--- config.mk ---
export PLATFORM = sky130hd
export DESIGN_NAME = effect_param_sequencer
export DESIGN_NICKNAME = d
export VERILOG_FILES = /design/src/rtl/effect_param_sequencer.sv
export SDC_FILE = /design/constraint.sdc
export NUM_CORES = 1
export LEC_CHECK = 0
export CAP_MARGIN = 20
export CORE_MARGIN = 10
export CORE_UTILIZATION = 57
export CTS_CLUSTER_SIZE = 12
export DETAILED_ROUTE_END_ITERATION = 6
export HOLD_SLACK_MARGIN = 0.06
export PLACE_DENSITY = 0.9
export SYNTH_ARGS = -nofsm -noshare
export SYNTH_HDL_FRONTEND = slang
export SYNTH_SLANG_ARGS = --single-unit
--- constraint.sdc ---
create_clock -name clk -period 3.55 [get_ports clk]
set_input_delay 0.71 -clock clk [delete_from_list [all_inputs] [get_ports clk]]
set_output_delay 0.71 -clock clk [all_outputs]
set_load 0.02 [all_outputs]
--- src/rtl/effect_param_sequencer.sv ---
// -----------------------------------------------------------------------------
// effect_param_sequencer
//
// Control-side sequencer for the bitcrush -> delay effect chain. Register
// writes from the control plane land in shadow registers and are committed to
// the live effect parameters only on audio sample boundaries. Changes that
// would click (effect enable toggles, delay length) are applied under a mute
// envelope: ramp down, apply, settle, ramp up.
//
// Ports:
//   clk              system clock
//   rst              synchronous, active-high reset
//   sample_valid     one-cycle strobe per audio sample
//   wr_valid         write request
//   wr_ready         write accepted when wr_valid && wr_ready (low only in APPLY)
//   wr_addr          0=enables, 1=bit_depth, 2=delay_samples, 3=feedback_amount
//   wr_data          write data, LSB-aligned, unused upper bits ignored
//   enable_bitcrush  live enable (enables bit 0)
//   enable_delay     live enable (enables bit 1)
//   bit_depth        live bitcrush depth
//   delay_samples    live delay length
//   feedback_amount  live feedback
//   mute_gain        output gain, 255 = unity, 0 = silent
//   busy             high whenever the sequencer is not idle
// -----------------------------------------------------------------------------
module effect_param_sequencer #(
    parameter int RAMP_STEP         = 32,
    parameter int SETTLE_SAMPLES    = 8,
    parameter int DEFAULT_BIT_DEPTH = 16,
    parameter int DEFAULT_DELAY     = 4800
) (
    input  logic        clk,
    input  logic        rst,
    input  logic        sample_valid,
    input  logic        wr_valid,
    output logic        wr_ready,
    input  logic [1:0]  wr_addr,
    input  logic [15:0] wr_data,
    output logic        enable_bitcrush,
    output logic        enable_delay,
    output logic [4:0]  bit_depth,
    output logic [15:0] delay_samples,
    output logic [7:0]  feedback_amount,
    output logic [7:0]  mute_gain,
    output logic        busy
);

    localparam logic [8:0]  STEP9       = 9'(RAMP_STEP);
    localparam logic [7:0]  SETTLE_LAST = 8'(SETTLE_SAMPLES - 1);
    localparam logic [4:0]  BD_RST      = 5'(DEFAULT_BIT_DEPTH);
    localparam logic [15:0] DL_RST      = 16'(DEFAULT_DELAY);

    typedef enum logic [2:0] {
        IDLE,
        RAMP_DOWN,
        APPLY,
        SETTLE,
        RAMP_UP
    } state_t;

    state_t      state, state_n;

    // Live parameters (drive the outputs directly) and their shadows.
    logic [1:0]  live_en, live_en_n;
    logic [4:0]  live_bd, live_bd_n;
    logic [15:0] live_dl, live_dl_n;
    logic [7:0]  live_fb, live_fb_n;
    logic [1:0]  sh_en, sh_en_n;
    logic [4:0]  sh_bd, sh_bd_n;
    logic [15:0] sh_dl, sh_dl_n;
    logic [7:0]  sh_fb, sh_fb_n;

    logic        soft_pend, soft_pend_n;
    logic        hard_pend, hard_pend_n;
    logic [7:0]  gain, gain_n;
    logic [7:0]  settle_cnt, settle_cnt_n;
    logic        ready_q, busy_q;

    logic        wr_fire;
    logic        soft_hit;
    logic        hard_hit;
    logic [8:0]  gain_dn;
    logic [8:0]  gain_up;

    assign wr_fire  = wr_valid && ready_q;
    assign soft_hit = wr_fire && (wr_addr == 2'd1 || wr_addr == 2'd3);
    // Enable/delay writes only need a mute ramp if they actually change the
    // live value; an equal write just refreshes the shadow.
    assign hard_hit = wr_fire &&
                      ((wr_addr == 2'd0 && wr_data[1:0] != live_en) ||
                       (wr_addr == 2'd2 && wr_data != live_dl));

    // Ramp arithmetic in 9 bits: bit 8 flags underflow (down) or overflow (up).
    assign gain_dn = {1'b0, gain} - STEP9;
    assign gain_up = {1'b0, gain} + STEP9;

    // NOTE: every signal written here gets its hold value first, so no path
    // through the case statement can leave one unassigned and infer a latch.
    always_comb begin
        state_n      = state;
        live_en_n    = live_en;
        live_bd_n    = live_bd;
        live_dl_n    = live_dl;
        live_fb_n    = live_fb;
        sh_en_n      = sh_en;
        sh_bd_n      = sh_bd;
        sh_dl_n      = sh_dl;
        sh_fb_n      = sh_fb;
        soft_pend_n  = soft_pend;
        hard_pend_n  = hard_pend;
        gain_n       = gain;
        settle_cnt_n = settle_cnt;

        if (wr_fire) begin
            case (wr_addr)
                2'd0:    sh_en_n = wr_data[1:0];
                2'd1:    sh_bd_n = wr_data[4:0];
                2'd2:    sh_dl_n = wr_data;
                default: sh_fb_n = wr_data[7:0];
            endcase
        end

        case (state)
            IDLE: begin
                // Commit decisions use the shadows as they were before this
                // edge, so a same-cycle write waits for the next sample.
                if (sample_valid) begin
                    if (hard_pend) begin
                        state_n = RAMP_DOWN;
                    end else if (soft_pend) begin
                        live_bd_n   = sh_bd;
                        live_fb_n   = sh_fb;
                        soft_pend_n = 1'b0;
                    end
                end
            end
            RAMP_DOWN: begin
                if (gain == 8'd0) begin
                    state_n = APPLY;
                end else if (sample_valid) begin
                    gain_n = gain_dn[8] ? 8'd0 : gain_dn[7:0];
                end
            end
            APPLY: begin
                live_en_n    = sh_en;
                live_bd_n    = sh_bd;
                live_dl_n    = sh_dl;
                live_fb_n    = sh_fb;
                soft_pend_n  = 1'b0;
                hard_pend_n  = 1'b0;
                settle_cnt_n = 8'd0;
                state_n      = SETTLE;
            end
            SETTLE: begin
                if (sample_valid) begin
                    if (settle_cnt == SETTLE_LAST) begin
                        state_n = RAMP_UP;
                    end else begin
                        settle_cnt_n = settle_cnt + 8'd1;
                    end
                end
            end
            RAMP_UP: begin
                if (gain == 8'hFF) begin
                    state_n = IDLE;
                end else if (sample_valid) begin
                    gain_n = gain_up[8] ? 8'hFF : gain_up[7:0];
                end
            end
            default: state_n = IDLE;
        endcase

        // A new write re-arms its flag even if this edge clears it for the
        // commit in progress.
        if (soft_hit) soft_pend_n = 1'b1;
        if (hard_hit) hard_pend_n = 1'b1;
    end

    // NOTE: state registers use non-blocking assignments so every register
    // samples the pre-edge values computed above, independent of order.
    always_ff @(posedge clk) begin
        if (rst) begin
            state      <= IDLE;
            live_en    <= 2'b00;
            live_bd    <= BD_RST;
            live_dl    <= DL_RST;
            live_fb    <= 8'd0;
            sh_en      <= 2'b00;
            sh_bd      <= BD_RST;
            sh_dl      <= DL_RST;
            sh_fb      <= 8'd0;
            soft_pend  <= 1'b0;
            hard_pend  <= 1'b0;
            gain       <= 8'hFF;
            settle_cnt <= 8'd0;
            ready_q    <= 1'b1;
            busy_q     <= 1'b0;
        end else begin
            state      <= state_n;
            live_en    <= live_en_n;
            live_bd    <= live_bd_n;
            live_dl    <= live_dl_n;
            live_fb    <= live_fb_n;
            sh_en      <= sh_en_n;
            sh_bd      <= sh_bd_n;
            sh_dl      <= sh_dl_n;
            sh_fb      <= sh_fb_n;
            soft_pend  <= soft_pend_n;
            hard_pend  <= hard_pend_n;
            gain       <= gain_n;
            settle_cnt <= settle_cnt_n;
            // Handshake/status flags are registered from the next state so
            // they line up exactly with the state they describe.
            ready_q    <= (state_n != APPLY);
            busy_q     <= (state_n != IDLE);
        end
    end

    assign enable_bitcrush = live_en[0];
    assign enable_delay    = live_en[1];
    assign bit_depth       = live_bd;
    assign delay_samples   = live_dl;
    assign feedback_amount = live_fb;
    assign mute_gain       = gain;
    assign wr_ready        = ready_q;
    assign busy            = busy_q;

endmodule

==> results of run 1 <==
worst paths after layout:
kind	from	to	slack (ns)	depth (start not counted)
worst max-delay path	mute_gain[7]	mute_gain[7]	1.22	1
worst min-delay path	sh_fb[3]	sh_fb[3]	0.46	2
worst max register to register	state[0]	settle_cnt[3]	1.37	4
worst min register to register	sh_fb[3]	sh_fb[3]	0.46	2
placed cells by master (no fill, tap or decap), types with 2 or more instances in the layout:
cell,n
nor2_1,31
o21ai_1,3
a21oi_1,41
nand2_1,102
xnor2_1,21
clkdlybuf4s50_1,61
a31oi_1,2
and3b_1,3
nor2b_1,3
nor4_1,3
ha_1,3
nor3_2,2
clkbuf_8,10
nand3_1,11
mux2i_1,22
clkbuf_1,2
a2111o_1,2
or3_1,2
nor3_1,4
dfxtp_1,81
o21ai_0,6
a21o_1,2
nand2b_1,2
bufinv_16,3
buf_4,3
or3b_2,2
inv_1,5
o211ai_2,2
nand4_1,8
through the flow:
step / hold WS, ns / cells / power (µW) / instance area (µm²) / setup WS [ns]
after floorplan: 0.431 / 420 / 1040 / 3610 / 1.71
after global routing: 0.474 / 545 / 1940 / 4420 / 1.15
after global placement: 0.439 / 529 / 1080 / 4170 / 1.17
final: 0.459 / 545 / 1880 / 4420 / 1.22
after detailed placement: 0.447 / 529 / 1090 / 4170 / 1.08
after CTS: 0.460 / 545 / 1880 / 4420 / 1.21
area by class of cell:
type,count,share of cell area
Multi-Input combinational cell,303,0.407
Sequential cell,81,0.367
Timing Repair Buffer,65,0.145
Clock buffer,12,0.0329
Clock inverter,4,0.0224
Tap cell,75,0.0213
Inverter,5,0.00425
per-layer routing:
layer / track usage / vias up
li1: - / 1511
met1: 0.196 / 1477
met2: 0.316 / 116
met3: 0.0630 / 12
met4: 0.0419 / 0
met5: 0 / -
power groups by stage:
stage | clock network, µW | logic (µW) | registers (µW)
floorplan | 0 | 80.0 | 955
global placement | 0 | 121 | 959
detailed placement | 0 | 125 | 960
CTS | 818 | 126 | 939
global route | 860 | 138 | 941
finish | 815 | 126 | 939
sequential cells by signal, summed over array words and instances (netlist names):
| register | cells |
|---|---|
| feedback_amount | 8 |
| state | 3 |
| wr_ready | 1 |
| soft_pend | 1 |
| delay_samples | 16 |
| live_en | 2 |
| busy | 1 |
| sh_dl | 16 |
| settle_cnt | 8 |
| mute_gain | 4 |
| sh_fb | 8 |
| hard_pend | 1 |
| sh_en | 2 |
| sh_bd | 5 |
| bit_depth | 5 |
kinds of logic (layout without fill, tap and decap cells):
kind of cell / after synthesis / count (layout) / synth area share
flip-flops: 81 / 81 / 0.449
AND/OR/NAND/NOR: 183 / 183 / 0.241
AO/OA/AOI/OAI: 73 / 73 / 0.132
multiplexers: 22 / 22 / 0.0609
buffers and inverters: 36 / 86 / 0.0533
adder cells (fa/ha/maj): 3 / 3 / 0.0104
XOR/XNOR: 22 / 22 / 0.0533
==> metrics, run 1 <==
result of the run=finished clean; post_cts resized=0; Synth async-reset ratio=0; Routed met3 length=718 µm; leakage=0.00168 µW; CTS sink cnt=81; CP max FO=13; postcts setup bufs=0; later-pin clock latency in the skew report=0.35 ns; min cycle time layout=2.33 ns; critical path class=reg -> out; CTS tree=done; crit-path leading delay family=buffers and inverters; fin util=0.733; row count=28; gr usage total=0.177; Synth Register Bits=81; Mapped Area=3610 µm²; CP arrival=1.62 ns; CP Capture Type=primary output; DP HPWL=6290 µm; Crit-path slowest cell=clkdlybuf4s50_1; Yosys warnings=0; P per Cell Area=426 nW/µm²; GRT overflow=0; number of port buffers=62; initial core utilization=0.600; Sw Share=0.218; Least-Margin Pin Slew=0.798 ns; Placeable Area=6030 µm²; Area contributors post-synth=dfxtp_1, nand2_1, mux2i_1, a21oi_1, xnor2_1; EDFF count, synth=0; post-synth cell types=55; H-Tree Depth=3; CP peak stage delay=0.69 ns; clock-pin slew on the worst setup and hold paths=0.08 ns; CTS Buffer Depth=2; vias in the first global route=3082; die width=99.6 µm; Clock Power Share=0.433; Synth-to-Final Area Change=22.2%; post-synthesis area per instance=8.60 µm²; I/O pins=63; Die Y=99.6 µm; routed wl met2=4620 µm; synth cell count leaders=nand2_1, dfxtp_1, a21oi_1; Syn Inst Count=420; WL final=8980 µm; Met1 Wirelength=3500 µm; largest net degree at the start of global routing=63; initial drt markers=236; sequential power share=0.499; DRC Markers=0; RePlAce Congestion=0.863; post-detailed-route wirelength per cell=16.5 µm; Tcrit/Tclk final=0.657; highest routing layer actually used=met4; clk root buf=clkbuf_8; Nets=490; final setup vio count=0; post-synthesis net count=445; CP cell instances=clkdlybuf4s50_1; Synth top area share=0.449; Hold Path Class=reg -> reg; pins over their slew limit=0; final hold violation count=0; register area share after synthesis=0.449; count leader, synth=nand2_1; Sequential Area=1620 µm²; number of max-cap violations=0; Worst Path Required=2.84 ns; Post-CTS Hold Fix Bufs=0; first-pass GRT wire length=14700 µm; predominant post-synthesis flop cell=dfxtp_1; Antenna Cells=0; Startpoint Class=flop; Sw Pwr=410 µW; combinational fraction of design power=0.067; worst clock skew=0.00643 ns; Fin Setup TNS=0 ns; unrepaired setup endpoints after global routing=false; multi-input logic area=1800 µm²; TritonCTS Buffers=9; Via Count=3116; share of cells above drive strength 1=0.0766; fillcell total=435; initial antenna violation count=0; Rel. slew slack=0.467; Fmax=429 MHz; internal power=1470 µW; Via-to-Cell Ratio=5.72; ANT nets after route=0; Die Area=9920 µm²; VDD IR-drop max=0.317 mV; First-pass DRT Iterations=5; leading area contributor after synthesis=dfxtp_1; Worst Path Buf+Inv=1
Power figures use the tool's default switching activity.
==> run 2, diff against run 1 <==
--- a/config.mk
+++ b/config.mk
@@ -7,11 +7,11 @@
 export LEC_CHECK = 0
 export CAP_MARGIN = 20
 export CORE_MARGIN = 10
-export CORE_UTILIZATION = 57
+export CORE_UTILIZATION = 52
 export CTS_CLUSTER_SIZE = 12
 export DETAILED_ROUTE_END_ITERATION = 6
 export HOLD_SLACK_MARGIN = 0.06
-export PLACE_DENSITY = 0.9
+export PLACE_DENSITY = 0.84
 export SYNTH_ARGS = -nofsm -noshare
 export SYNTH_HDL_FRONTEND = slang
 export SYNTH_SLANG_ARGS = --single-unit
==> constraint.sdc (replaced) <==
create_clock -name clk -period 2.35 [get_ports clk]
set_input_delay 0.47 -clock clk [delete_from_list [all_inputs] [get_ports clk]]
set_output_delay 0.47 -clock clk [all_outputs]
set_load 0.02 [all_outputs]
==> metrics, run 2 (synthesis gave the netlist of run 1 again) <==
Rel. slew slack=0.580 (was 0.467); min cycle time layout=2.12 ns; reg2reg start=state[1] (was state[0]); postcts setup bufs=0 (unchanged); Antenna Cells=0 (unchanged); number of port buffers=62 (unchanged); Least-Margin Pin Slew=0.630 ns (was 0.798 ns); most common cell after layout, fill and taps aside=nand2_1 (unchanged); final setup vio count=0 (unchanged); DP HPWL=6310 µm (was 6290 µm); Fin Setup TNS=0 ns (unchanged); critical path depth=1 (unchanged); row count=30 (was 28); later-pin clock latency in the skew report=0.35 ns (about the same); initial drt markers=227 (was 236); die width=103 µm (was 99.6 µm); Placeable Area=6760 µm² (was 6030 µm²); H-Tree Depth=3 (unchanged); WL final=8800 µm (was 8980 µm); First-pass DRT Iterations=5 (unchanged); Hold Path Depth=2 (unchanged); Worst Path Buf+Inv=1 (unchanged); share of cells above drive strength 1=0.100 (was 0.0766); post_cts resized=0 (unchanged); largest net degree at the start of global routing=63 (unchanged); Die Y=103 µm (was 99.6 µm); clock-pin slew on the worst setup and hold paths=0.09 ns (was 0.08 ns); critical path class=reg -> out (unchanged); pre-CTS setup slack=0.233 ns (was 1.08 ns); worst clock skew=0.00660 ns (was 0.00643 ns); Synth-to-Final Area Change=22.6% (was 22.2%); Tcrit/Tclk final=0.903; Via Count=3103 (was 3116); CP arrival=1.65 ns (was 1.62 ns); CP peak stage delay=0.71 ns (was 0.69 ns); vias in the first global route=3081 (was 3082); initial antenna violation count=0 (unchanged); Reg2Reg Depth=4 (unchanged); ANT nets after route=0 (unchanged); Die Area=10700 µm² (was 9920 µm²); Hold Path Class=reg -> reg (unchanged); r2r setup slk=0.47 ns (was 1.37 ns); CP max FO=12 (was 13); final worst slack=0.229 ns (was 1.22 ns); post-detailed-route wirelength per cell=15.7 µm (was 16.5 µm); CP Capture Type=primary output (unchanged); gr usage total=0.171 (was 0.177); fin util=0.656 (was 0.733); CTS tree=done (unchanged); first-pass GRT wire length=14700 µm (unchanged); Nets=500 (was 490); clk root buf=clkbuf_8 (unchanged); DRC Markers=0 (unchanged); CTS sink cnt=81 (unchanged); RePlAce Congestion=0.831 (was 0.863); final hold violation count=0 (unchanged); unrepaired setup endpoints after global routing=false (unchanged); CP startpoint=mute_gain[6] (was mute_gain[7]); TritonCTS Buffers=9 (unchanged); GRT overflow=0 (unchanged); pins over their slew limit=0 (unchanged); initial core utilization=0.535 (was 0.600); CP cell instances=clkdlybuf4s50_1 (unchanged); Fmax=471 MHz; Crit-path slowest cell=clkdlybuf4s50_1 (unchanged); commonest non-fill, non-tap cells in the layout=nand2_1, dfxtp_1, clkdlybuf4s50_1, a21oi_1, nor2_1 (unchanged); number of max-cap violations=0 (unchanged); I/O pins=63 (unchanged); CTS Buffer Depth=2 (unchanged); P per Cell Area=572 nW/µm² (was 426 nW/µm²); Post-CTS Hold Fix Bufs=0 (unchanged); capturing point of the worst reg2reg path=mute_gain[7] (was settle_cnt[3]); VDD IR-drop max=0.443 mV (was 0.317 mV); Via-to-Cell Ratio=5.54 (was 5.72); Worst Path Required=1.88 ns (was 2.84 ns); CP endpoint=mute_gain[6] (was mute_gain[7]); result of the run=finished clean (unchanged); leakage=0.00170 µW (was 0.00168 µW); crit-path leading delay family=buffers and inverters (unchanged); Startpoint Class=flop (unchanged)
run 2: changes by cell type in the layout (fill, tap and decap cells not counted), sizes merged:
cell and change:
clkbuf -3, buf +10, bufinv -3, inv +1
clkinv +4, clkinvlp +1
run 2: report_power, final:
part	internal [µW]	total, µW	switching [µW]
clock network	391	916	525
logic	91.7	201	110
registers	1400	1420	19.3
run 2: final cells by class:
type	instances	area, µm²
multi-input cells	303	1800
fillers	532	2330
clock inverters	7	52.6
inverters	5	18.8
clock buffers	9	124
well taps	80	100
repair buffers	75	713
flip-flops and latches	81	1620
run 2: worst min path at each step:
stage                        endpoint  startpoint  slack [ns]
finish                     live_en[1]    sh_en[1]        0.45
global route        delay_samples[10]   sh_dl[10]        0.48
CTS                        live_en[1]    sh_en[1]        0.45
detailed placement   delay_samples[1]    sh_dl[1]        0.44
global placement           live_en[0]    sh_en[0]        0.43
floorplan                  live_en[0]    sh_en[0]        0.43
run 2: metal layers:
metal	vias to the layer above	wire length, µm	track usage
met2	114	4510	0.298
li1	1533	-	-
met5	-	0	0
met3	12	605	0.0558
met1	1444	3540	0.194
met4	0	143	0.0513
run 2: stage by stage:
step,total power (µW),hold WS [ns],instance area [µm²],std cells
2_1_floorplan,1560,0.431,3610,420
3_3_place_gp,1640,0.434,4250,544
3_5_place_dp,1650,0.443,4250,544
4_1_cts,2550,0.455,4430,560
5_1_grt,2620,0.482,4430,560
6_report,2530,0.454,4430,560
